===== config.mk =====
export PLATFORM = sky130hd
export DESIGN_NAME = clk_divider_multi
export DESIGN_NICKNAME = d
export VERILOG_FILES = /design/src/rtl/clk_divider_multi.sv
export SDC_FILE = /design/constraint.sdc
export NUM_CORES = 1
export LEC_CHECK = 0
export CAP_MARGIN = 5
export CORE_ASPECT_RATIO = 1.2
export CORE_MARGIN = 3
export CORE_UTILIZATION = 55
export CTS_BUF_LIST = sky130_fd_sc_hd__clkbuf_8
export DETAILED_ROUTE_END_ITERATION = 7
export HOLD_SLACK_MARGIN = 0.06
export MAX_ROUTING_LAYER = met4
export PLACE_DENSITY = 0.73
export REMOVE_ABC_BUFFERS = 1
export SLEW_MARGIN = 20
export SYNTH_ARGS = -nofsm -noshare
export SYNTH_HDL_FRONTEND = slang
export SYNTH_SLANG_ARGS = --single-unit

===== constraint.sdc =====
create_clock -name bigClk -period 8.5 [get_ports bigClk]
set_clock_uncertainty 0.2 [all_clocks]
set_input_delay 1.275 -clock bigClk [delete_from_list [all_inputs] [get_ports bigClk]]
set_output_delay 1.275 -clock bigClk [all_outputs]
set_load 0.03 [all_outputs]

===== src/rtl/clk_divider_multi.sv =====
// Multi-channel programmable clock divider. Each channel produces a registered divided
// clock and a one-cycle tick. Divisor/mode updates are committed only at period boundaries.
module clk_divider_multi #(
    parameter  int NUM_CH      = 2,
    parameter  int CNT_W       = 11,
    parameter  int DEFAULT_DIV = 6,
    localparam int CH_W        = (NUM_CH > 1) ? $clog2(NUM_CH) : 1
) (
    input  logic              bigClk,
    input  logic              rst,
    input  logic [NUM_CH-1:0] en,
    input  logic              divLoad,
    input  logic [CH_W-1:0]   divCh,
    input  logic [CNT_W-1:0]  divVal,
    input  logic              divMode,
    output logic [NUM_CH-1:0] smallClk,
    output logic [NUM_CH-1:0] tick,
    output logic              divErr
);

    logic load_ok_s;
    logic div_err_d;
    logic div_err_q;

    // Validate the config strobe: divisor must be >= 2 and the channel must exist.
    always_comb begin
        div_err_d = 1'b0;
        load_ok_s = 1'b0;
        if (divLoad) begin
            if ((divVal < CNT_W'(2)) || ({1'b0, divCh} >= (CH_W + 1)'(NUM_CH))) begin
                div_err_d = 1'b1;
            end else begin
                load_ok_s = 1'b1;
            end
        end else begin
            div_err_d = 1'b0;
        end
    end

    // Rejection flag register.
    always_ff @(posedge bigClk or posedge rst) begin
        if (rst) begin
            div_err_q <= 1'b0;
        end else begin
            div_err_q <= div_err_d;
        end
    end

    assign divErr = div_err_q;

    for (genvar g = 0; g < NUM_CH; g++) begin : g_ch
        logic [CNT_W-1:0] cnt_q, cnt_d;
        logic [CNT_W-1:0] div_q, div_d;
        logic [CNT_W-1:0] pdiv_q, pdiv_d;
        logic [CNT_W-1:0] div_nx_s;
        logic [CNT_W-1:0] hi_s;
        logic             mode_q, mode_d;
        logic             pmode_q, pmode_d;
        logic             pend_q, pend_d;
        logic             clk_q, clk_d;
        logic             tick_q, tick_d;
        logic             mode_nx_s;
        logic             hit_s;

        // Next-state for one channel; div_nx/mode_nx are the settings a fresh period would use.
        always_comb begin
            hit_s     = load_ok_s && (divCh == CH_W'(g));
            div_nx_s  = div_q;
            mode_nx_s = mode_q;
            if (hit_s) begin
                div_nx_s  = divVal;
                mode_nx_s = divMode;
            end else if (pend_q) begin
                div_nx_s  = pdiv_q;
                mode_nx_s = pmode_q;
            end else begin
                div_nx_s  = div_q;
            end

            cnt_d   = cnt_q;
            div_d   = div_q;
            mode_d  = mode_q;
            pend_d  = pend_q;
            pdiv_d  = pdiv_q;
            pmode_d = pmode_q;

            if (!en[g]) begin
                div_d  = div_nx_s;
                mode_d = mode_nx_s;
                pend_d = 1'b0;
                cnt_d  = div_nx_s - CNT_W'(1);
            end else if (cnt_q == (div_q - CNT_W'(1))) begin
                // Period boundary: the whole new period runs on the committed settings.
                div_d  = div_nx_s;
                mode_d = mode_nx_s;
                pend_d = 1'b0;
                cnt_d  = {CNT_W{1'b0}};
            end else begin
                cnt_d = cnt_q + CNT_W'(1);
                if (hit_s) begin
                    pend_d  = 1'b1;
                    pdiv_d  = divVal;
                    pmode_d = divMode;
                end else begin
                    pend_d  = pend_q;
                end
            end

            hi_s   = mode_d ? CNT_W'(1) : (div_d - (div_d >> 1));
            clk_d  = en[g] && (cnt_d < hi_s);
            tick_d = en[g] && (cnt_d == {CNT_W{1'b0}});
        end

        // Channel state registers; reset leaves the channel idle at the default divisor.
        always_ff @(posedge bigClk or posedge rst) begin
            if (rst) begin
                cnt_q   <= CNT_W'(DEFAULT_DIV - 1);
                div_q   <= CNT_W'(DEFAULT_DIV);
                mode_q  <= 1'b0;
                pend_q  <= 1'b0;
                pdiv_q  <= CNT_W'(DEFAULT_DIV);
                pmode_q <= 1'b0;
                clk_q   <= 1'b0;
                tick_q  <= 1'b0;
            end else begin
                cnt_q   <= cnt_d;
                div_q   <= div_d;
                mode_q  <= mode_d;
                pend_q  <= pend_d;
                pdiv_q  <= pdiv_d;
                pmode_q <= pmode_d;
                clk_q   <= clk_d;
                tick_q  <= tick_d;
            end
        end

        assign smallClk[g] = clk_q;
        assign tick[g]     = tick_q;
    end

endmodule


==> results by group, run 1 <==
Status
  – Outcome: finished clean

Worst setup path
  – Most frequent cell on the critical path: sky130_fd_sc_hd__o21ai_0
  – Signal arrival time at the worst endpoint: 7.30 ns
  – Peak per-stage delay on the critical path: 0.65 ns
  – Cell at the slowest stage of the critical path: sky130_fd_sc_hd__or4_1
  – R2R depth: 26
  – Required arrival time at the worst endpoint: 8.60 ns
  – Kind of end point of the critical path: flop
  – Critical path startpoint category: input port
  – Reg-to-reg slack, setup: 1.67 ns
  – Startpoint of the most critical register-to-register path: g_ch[1].div_q[1]
  – Destination of the worst register-to-register timing path: g_ch[1].clk_q
  – Count of buffering cells on the critical path with inverters included: 3
  – Kind of cell with the highest combined delay on the critical path: compound AO/OA/AOI/OAI gates
  – CP Max Fanout: 24
  – Kind of critical path: input port to flop

Min path
  – Worst Hold Depth: 2
  – Min-Delay Endpoint: g_ch[0].pmode_q
  – Worst hold path class: flop to flop
  – Worst Hold Launch: g_ch[0].pmode_q

Final layout
  – Sequential cell area: 1942 um^2
  – Footprint of the multi-input gates: 4409 um^2
  – Commonest cells after routing, fill and taps aside: sky130_fd_sc_hd__nand2_1 (81), sky130_fd_sc_hd__dfrtp_1 (65), sky130_fd_sc_hd__inv_1 (48), sky130_fd_sc_hd__xnor2_1 (48), sky130_fd_sc_hd__nor2_1 (46)
  – Most frequent standard cell in the layout excluding fill and tap cells: sky130_fd_sc_hd__nand2_1
  – Fraction of final layout cells with drive strength greater than 1: 0.1232
  – Nets@finish: 838
  – Layout overhead on the synthesized area: 7.078%
  – Count of non-filler cells in the finished layout: 936
  – Layout filler cell count: 1027
  – Total inserted antenna cells: 0
  – Final design instance area without fill: 7249 um^2

Global route
  – Pin count of the biggest net entering global routing: 78
  – Grt total ovfl: 0
  – First-pass GRT wire length: 27.72 mm
  – Number of global-route vias before repair: 5761
  – Total routing resource utilization after global routing: 0.2584
  – Initial antenna violation count: 0

Power and ir drop
  – PD cells: 280.9 nW/um^2
  – Max VDD drop: 0.1372 mV
  – Leakage: 0.003042 uW

Route
  – Number of nets with antenna violations after detailed routing: 0
  – Detailed-route wire length: 16.68 mm
  – TritonRoute pass-1 iters: 5
  – Per-cell routed wire length: 17.82 um
  – Per-cell via count in the routed design: 6.013
  – Iter 0 DRT Violations: 255
  – Via count: 5628
  – Remaining routing DRC violations: 0

Timing
  – # setup viols final: 0
  – Fin crit share: 0.8470
  – Tightest Pin Transition: 0.7761 ns
  – Achievable Freq: 0.1389 GHz
  – Final hold violation count: 0
  – Max transition margin: 0.4810
  – Total negative slack: 0 ns
  – Minimum clock period: 7.199 ns
  – Final Max Tran Viols: 0
  – Setup repair after global routing missed its margin: false

Logic synthesis
  – Top area cells in the synthesized netlist: sky130_fd_sc_hd__dfrtp_1 (24%), sky130_fd_sc_hd__ha_1 (8.3%), sky130_fd_sc_hd__mux2_2 (6.3%)
  – Top flip-flop cell by instance count after synthesis: sky130_fd_sc_hd__dfrtp_1
  – Number of enable-type register cells in the synthesized netlist: 0
  – Number of synthesized register bits: 77
  – Synth area leader: sky130_fd_sc_hd__dfrtp_1
  – Mean cell area of the mapped netlist: 8.614 um^2
  – Count of unique library cells instantiated by Yosys: 78
  – Post-synth design cell area: 6770 um^2
  – Share of the yosys chip area belonging to registers: 0.2868
  – Post-Syn Instances: 786
  – Count of synthesis-stage warnings from yosys: 0
  – Share of flip-flops with an asynchronous set or reset: 1.000
  – Share of Yosys cell area claimed by the top area cell type: 0.2403

CTS
  – TritonCTS clock tree: yes
  – Later-pin clock latency in the skew report: 0.36 ns
  – Number of hold-repair buffers added at the cts stage: 0
  – Clock transition at path regs: 0.09 ns
  – Number of buffers added by the clock tree synthesis step: 9
  – Quantity of gates resized following cts: 0
  – Number of sinks driven by the clock tree: 77
  – CTS Root Cell: sky130_fd_sc_hd__clkbuf_8
  – CTS H-tree depth: 3
  – Post-CTS Setup Repair Bufs: 0
  – Maximum number of buffers from clock root to sink: 2

Floorplan
  – Core area: 11780 um^2
  – Core Rows: 43
  – Die Wd: 107.3 um
  – Initial cell density of the core: 0.5746
  – Die Y-Extent: 127.5 um
  – Num ports: 23
  – Total Die Area: 13680 um^2

Place
  – Placed cell area: 6998 um^2
  – Cell count after placement: 919
  – Estimated wirelength of the detail-placed design: 13.00 mm
  – Final weighted congestion of routability-driven global placement: 0.9399
  – Port buffer count: 22

Job
  – Max-capacitance violation count: 0
worst min-delay path: cells and delay by family (launching register included):
kind	cells	cell delay [ns]
flops	1	0.35
simple gates	1	0.05
compound gates	1	0.06
cells by family (layout without fill, tap and decap cells):
family	count (synthesis)	count (layout)	synth area share
buf+inv	102	95	0.06339
xor+xnor	79	79	0.1042
flops	77	77	0.2868
compound gates	154	154	0.1569
fa+ha+maj	47	47	0.08760
mux	70	70	0.1105
simple gates	257	257	0.1905
per-stage QoR:
stage	hold slack, ns	setup WS, ns	util	power [uW]
after floorplan	0.2497	1.735	-	1427
after global placement	0.2815	1.319	0.5939	1660
after detailed placement	0.2869	1.061	0.5939	1706
after CTS	0.3063	1.433	0.6129	2033
after global routing	0.3165	0.8481	0.6153	2207
final	0.2948	1.301	0.6153	2037
cell type report:
class | instances | share of cell area
sequential | 77 | 0.2679
multi-input combinational | 607 | 0.6082
clock buffer | 10 | 0.01899
inverter | 51 | 0.02658
clock inverter | 6 | 0.01191
timing repair buffer | 28 | 0.03935
tap | 157 | 0.02710
worst max-delay path by stage:
stage	slack, ns	end	startpoint	depth (start not counted)
floorplan	1.74	g_ch[1].clk_q	divVal[1]	21
global placement	1.32	g_ch[0].clk_q	divVal[1]	22
detailed placement	1.06	g_ch[0].clk_q	divVal[1]	22
CTS	1.43	g_ch[0].clk_q	divVal[1]	22
global route	0.85	g_ch[0].clk_q	divVal[1]	26
finish	1.30	g_ch[0].clk_q	divVal[1]	26
sequential cells by signal, summed over array words and instances (netlist names):
register and cells:
divErr 1, g_ch.clk_q 2, g_ch.cnt_q 22, g_ch.div_q 22, g_ch.mode_q 2, g_ch.pdiv_q 22, g_ch.pend_q 2, g_ch.pmode_q 2
g_ch.tick_q 2
cell usage after synthesis (3+ instances only):
master	instances
sky130_fd_sc_hd__dfstp_2	12
sky130_fd_sc_hd__nand4_1	7
sky130_fd_sc_hd__nor3_1	20
sky130_fd_sc_hd__o31ai_1	5
sky130_fd_sc_hd__mux2i_1	32
sky130_fd_sc_hd__dfrtp_1	65
sky130_fd_sc_hd__nor2_1	46
sky130_fd_sc_hd__clkbuf_1	32
sky130_fd_sc_hd__nand2_1	81
sky130_fd_sc_hd__and3_1	7
sky130_fd_sc_hd__or2_2	10
sky130_fd_sc_hd__o31a_1	3
sky130_fd_sc_hd__buf_1	5
sky130_fd_sc_hd__buf_4	4
sky130_fd_sc_hd__o211ai_1	4
sky130_fd_sc_hd__inv_1	49
sky130_fd_sc_hd__nand2b_1	10
sky130_fd_sc_hd__mux2_2	38
sky130_fd_sc_hd__o21a_1	3
sky130_fd_sc_hd__buf_6	3
sky130_fd_sc_hd__a31oi_1	9
sky130_fd_sc_hd__o21ai_0	37
sky130_fd_sc_hd__o22ai_1	21
sky130_fd_sc_hd__ha_1	45
sky130_fd_sc_hd__or4_1	5
sky130_fd_sc_hd__nor2b_1	11
sky130_fd_sc_hd__xnor2_1	48
sky130_fd_sc_hd__a21boi_0	3
sky130_fd_sc_hd__o21bai_1	3
sky130_fd_sc_hd__a21o_1	7
sky130_fd_sc_hd__a21oi_1	28
sky130_fd_sc_hd__a211oi_1	4
sky130_fd_sc_hd__or3_1	9
sky130_fd_sc_hd__nand3_1	23
sky130_fd_sc_hd__nor4_1	9
sky130_fd_sc_hd__buf_2	7
sky130_fd_sc_hd__xor2_1	30
layer usage:
layer | share of wire | up-vias | track usage | routed length [um]
met5 | 0 | - | - | 0
met4 | 0.032 | 0 | 0.1121 | 529
met3 | 0.022 | 36 | 0.01971 | 369
met2 | 0.56 | 101 | 0.4847 | 9260
met1 | 0.39 | 2738 | 0.2752 | 6521
li1 | - | 2753 | - | -
report_power, final:
part	internal [uW]	leakage, uW	switching (uW)	total, uW
Clock	173	0.000112	149	322
Combinational	508	0.00201	597	1110
Sequential	464	0.000921	145	610
No activity file was read; power rests on OpenSTA's default activity.
==> inputs of run 2 (changes only) <==
--- a/config.mk
+++ b/config.mk
@@ -13,7 +13,7 @@
 export DETAILED_ROUTE_END_ITERATION = 7
 export HOLD_SLACK_MARGIN = 0.06
 export MAX_ROUTING_LAYER = met4
-export PLACE_DENSITY = 0.73
+export PLACE_DENSITY = 0.76
 export REMOVE_ABC_BUFFERS = 1
 export SLEW_MARGIN = 20
 export SYNTH_ARGS = -nofsm -noshare
==> constraint.sdc (replaced) <==
create_clock -name bigClk -period 6 [get_ports bigClk]
set_clock_uncertainty 0.2 [all_clocks]
set_input_delay 0.9 -clock bigClk [delete_from_list [all_inputs] [get_ports bigClk]]
set_output_delay 0.9 -clock bigClk [all_outputs]
set_load 0.03 [all_outputs]
==> run 2 against run 1 <==
Wire length rose by 12%; die area did not move; critical path depth rose by 3; largest cell class unchanged; cell count rose by 11%; count of clock-buffer cells in the layout did not move; sequential share of layout area fell by 3.3 points; hold slack improved by 0.0062 ns.
==> results by group, run 2 (synthesis results as in run 1) <==
Final layout
  – Layout overhead on the synthesized area: 22.05% (was 7.078%)
  – Commonest cells after routing, fill and taps aside: sky130_fd_sc_hd__buf_4 (101), sky130_fd_sc_hd__nand2_1 (81), sky130_fd_sc_hd__dfrtp_1 (65) (was sky130_fd_sc_hd__nand2_1 (81), sky130_fd_sc_hd__dfrtp_1 (65), sky130_fd_sc_hd__inv_1 (48), sky130_fd_sc_hd__xnor2_1 (48), sky130_fd_sc_hd__nor2_1 (46))
  – Fraction of final layout cells with drive strength greater than 1: 0.2733 (was 0.1232)
  – Nets@finish: 937 (was 838)
  – Most frequent standard cell in the layout excluding fill and tap cells: sky130_fd_sc_hd__buf_4 (was sky130_fd_sc_hd__nand2_1)
  – Total inserted antenna cells: 0 (unchanged)
  – Leading registers by flop count: g_ch.cnt_q x22, g_ch.div_q x22, g_ch.pdiv_q x22 (unchanged)
  – Final core area utilization: 0.7013 (was 0.6153)

Worst setup path
  – Signal arrival time at the worst endpoint: 5.92 ns (was 7.30 ns)
  – Startpoint of the most critical register-to-register path: g_ch[1].div_q[1] (unchanged)
  – R2R depth: 26 (unchanged)
  – Worst setup path endpoint: g_ch[1].clk_q (was g_ch[0].clk_q)
  – Kind of critical path: input port to flop (unchanged)
  – Start point of the critical path: divVal[7] (was divVal[1])
  – Peak per-stage delay on the critical path: 0.59 ns (was 0.65 ns)
  – Cell at the slowest stage of the critical path: sky130_fd_sc_hd__or4_4 (was sky130_fd_sc_hd__or4_1)
  – CP Max Fanout: 3 (was 24)
  – Critical path startpoint category: input port (unchanged)
  – Kind of end point of the critical path: flop (unchanged)
  – Destination of the worst register-to-register timing path: g_ch[1].clk_q (unchanged)
  – Required arrival time at the worst endpoint: 6.10 ns (was 8.60 ns)
  – Reg-to-reg slack, setup: 0.27 ns (was 1.67 ns)

Route
  – TritonRoute pass-1 iters: 5 (unchanged)
  – Detailed-route wire length: 18.67 mm (was 16.68 mm)
  – Per-cell routed wire length: 18.04 um (was 17.82 um)
  – Via count: 6200 (was 5628)
  – Number of nets with antenna violations after detailed routing: 0 (unchanged)
  – Iter 0 DRT Violations: 383 (was 255)
  – Remaining routing DRC violations: 0 (unchanged)
  – Per-cell via count in the routed design: 5.990 (was 6.013)

Floorplan
  – Core area: 11780 um^2 (unchanged)
  – Initial cell density of the core: 0.5746 (unchanged)
  – Total Die Area: 13680 um^2 (unchanged)
  – Num ports: 23 (unchanged)
  – Die Wd: 107.3 um (unchanged)
  – Die Y-Extent: 127.5 um (unchanged)
  – Core Rows: 43 (unchanged)

Timing
  – Final hold violation count: 0 (unchanged)
  – Minimum clock period: 5.817 ns
  – Final Max Tran Viols: 0 (unchanged)
  – Fin crit share: 0.9696
  – Tightest Pin Transition: 1.007 ns (was 0.7761 ns)
  – Max transition margin: 0.3284 (was 0.4810)
  – # setup viols final: 0 (unchanged)
  – Achievable Freq: 0.1719 GHz

CTS
  – CTS Root Cell: sky130_fd_sc_hd__clkbuf_8 (unchanged)
  – TritonCTS clock tree: yes (unchanged)
  – Number of hold-repair buffers added at the cts stage: 0 (unchanged)
  – Clock transition at path regs: 0.09 ns (about the same)
  – Number of buffers added by the clock tree synthesis step: 9 (unchanged)
  – Maximum number of buffers from clock root to sink: 2 (unchanged)
  – Later-pin clock latency in the skew report: 0.37 ns (was 0.36 ns)
  – Number of sinks driven by the clock tree: 77 (unchanged)
  – CTS H-tree depth: 3 (unchanged)

Place
  – Final weighted congestion of routability-driven global placement: 0.9139 (was 0.9399)
  – Estimated wirelength of the detail-placed design: 14.06 mm (was 13.00 mm)
  – Port buffer count: 22 (unchanged)

Job
  – Max-capacitance violation count: 0 (unchanged)

Power and ir drop
  – PD cells: 398.8 nW/um^2 (was 280.9 nW/um^2)
  – Pwr Total: 3295 uW (was 2037 uW)
  – Max VDD drop: 0.2488 mV (was 0.1372 mV)
  – Leakage: 0.003569 uW (was 0.003042 uW)

Status
  – Outcome: finished clean (unchanged)

Global route
  – Number of global-route vias before repair: 6293 (was 5761)
  – Total routing resource utilization after global routing: 0.2781 (was 0.2584)
  – Initial antenna violation count: 0 (unchanged)
  – First-pass GRT wire length: 29.52 mm (was 27.72 mm)
  – Pin count of the biggest net entering global routing: 78 (unchanged)
  – Grt total ovfl: 0 (unchanged)

Min path
  – Worst hold path class: flop to flop (unchanged)
## run 2: cell count changes in the layout (fill, tap and decap cells not counted), moves of 7 or more
cell / change
sky130_fd_sc_hd__buf_4: +96
sky130_fd_sc_hd__a21oi_2: +7
sky130_fd_sc_hd__o21ai_0: -13
sky130_fd_sc_hd__ha_1: -7
sky130_fd_sc_hd__a21oi_1: -7
sky130_fd_sc_hd__o21ai_1: +9
## run 2: repair_timing
item	CTS	global route
endpoints found under the hold margin	0	0
gates resized for setup	18	55
pin swaps	3	19
endpoints found under the setup margin	1	2
buffers inserted	2	8
## run 2: per-stage QoR
stage	area [um^2]	TNS [ns]	instances	hold slack (ns)	setup WS, ns
after floorplan	6533	-0.4670	735	0.2497	-0.3897
after global placement	7674	-0.7462	1009	0.2651	-0.5268
after detailed placement	7674	-1.107	1009	0.2859	-0.7492
after CTS	7983	0	1027	0.3046	0.008217
after global routing	8263	-0.02523	1035	0.3184	-0.01934
final	8263	0	1035	0.3011	0.1826
## run 2: layout make-up
cell class	instances	area, um^2
well taps	157	196.4
flip-flops and latches	77	1942
clock buffers	10	137.6
fillers	876	3520
clock inverters	6	86.33
inverters	51	192.7
repair buffers	127	1032
multi-input cells	607	4676
## run 2: worst min-delay path by stage
stage | from | end | slack, ns | cells after the start
2_1_floorplan | g_ch[0].pmode_q | g_ch[0].pmode_q | 0.25 | 2
3_5_place_dp | g_ch[0].pmode_q | g_ch[0].pmode_q | 0.29 | 2
5_1_grt | g_ch[1].pdiv_q[3] | g_ch[1].pdiv_q[3] | 0.32 | 1
6_report | g_ch[0].pmode_q | g_ch[0].pmode_q | 0.30 | 2
4_1_cts | g_ch[0].pmode_q | g_ch[0].pmode_q | 0.30 | 2
3_3_place_gp | g_ch[0].pmode_q | g_ch[0].pmode_q | 0.27 | 2
## run 2: per-layer routing
metal / global-route usage / vias up / share of wire
li1: - / 2956 / -
met3: 0.02577 / 77 / 0.032
met4: 0.1595 / 0 / 0.060
met1: 0.2838 / 2993 / 0.37
met2: 0.5134 / 174 / 0.53
met5: - / - / 0
## run 2: report_power, final
| group | switching, uW | total, uW | internal, uW | leakage [uW] |
|---|---|---|---|---|
| registers | 179 | 836 | 658 | 0.000921 |
| logic | 1030 | 2000 | 978 | 0.00254 |
| clock network | 210 | 454 | 245 | 0.000112 |
## run 2: critical path, delay by kind of cell
kind                       cells  cell delay [ns]
and+or+nand+nor                8             1.09
buffers and inverters          6             1.00
adders and majority gates      3             0.91
AOI/OAI and AO/OA             12             2.01
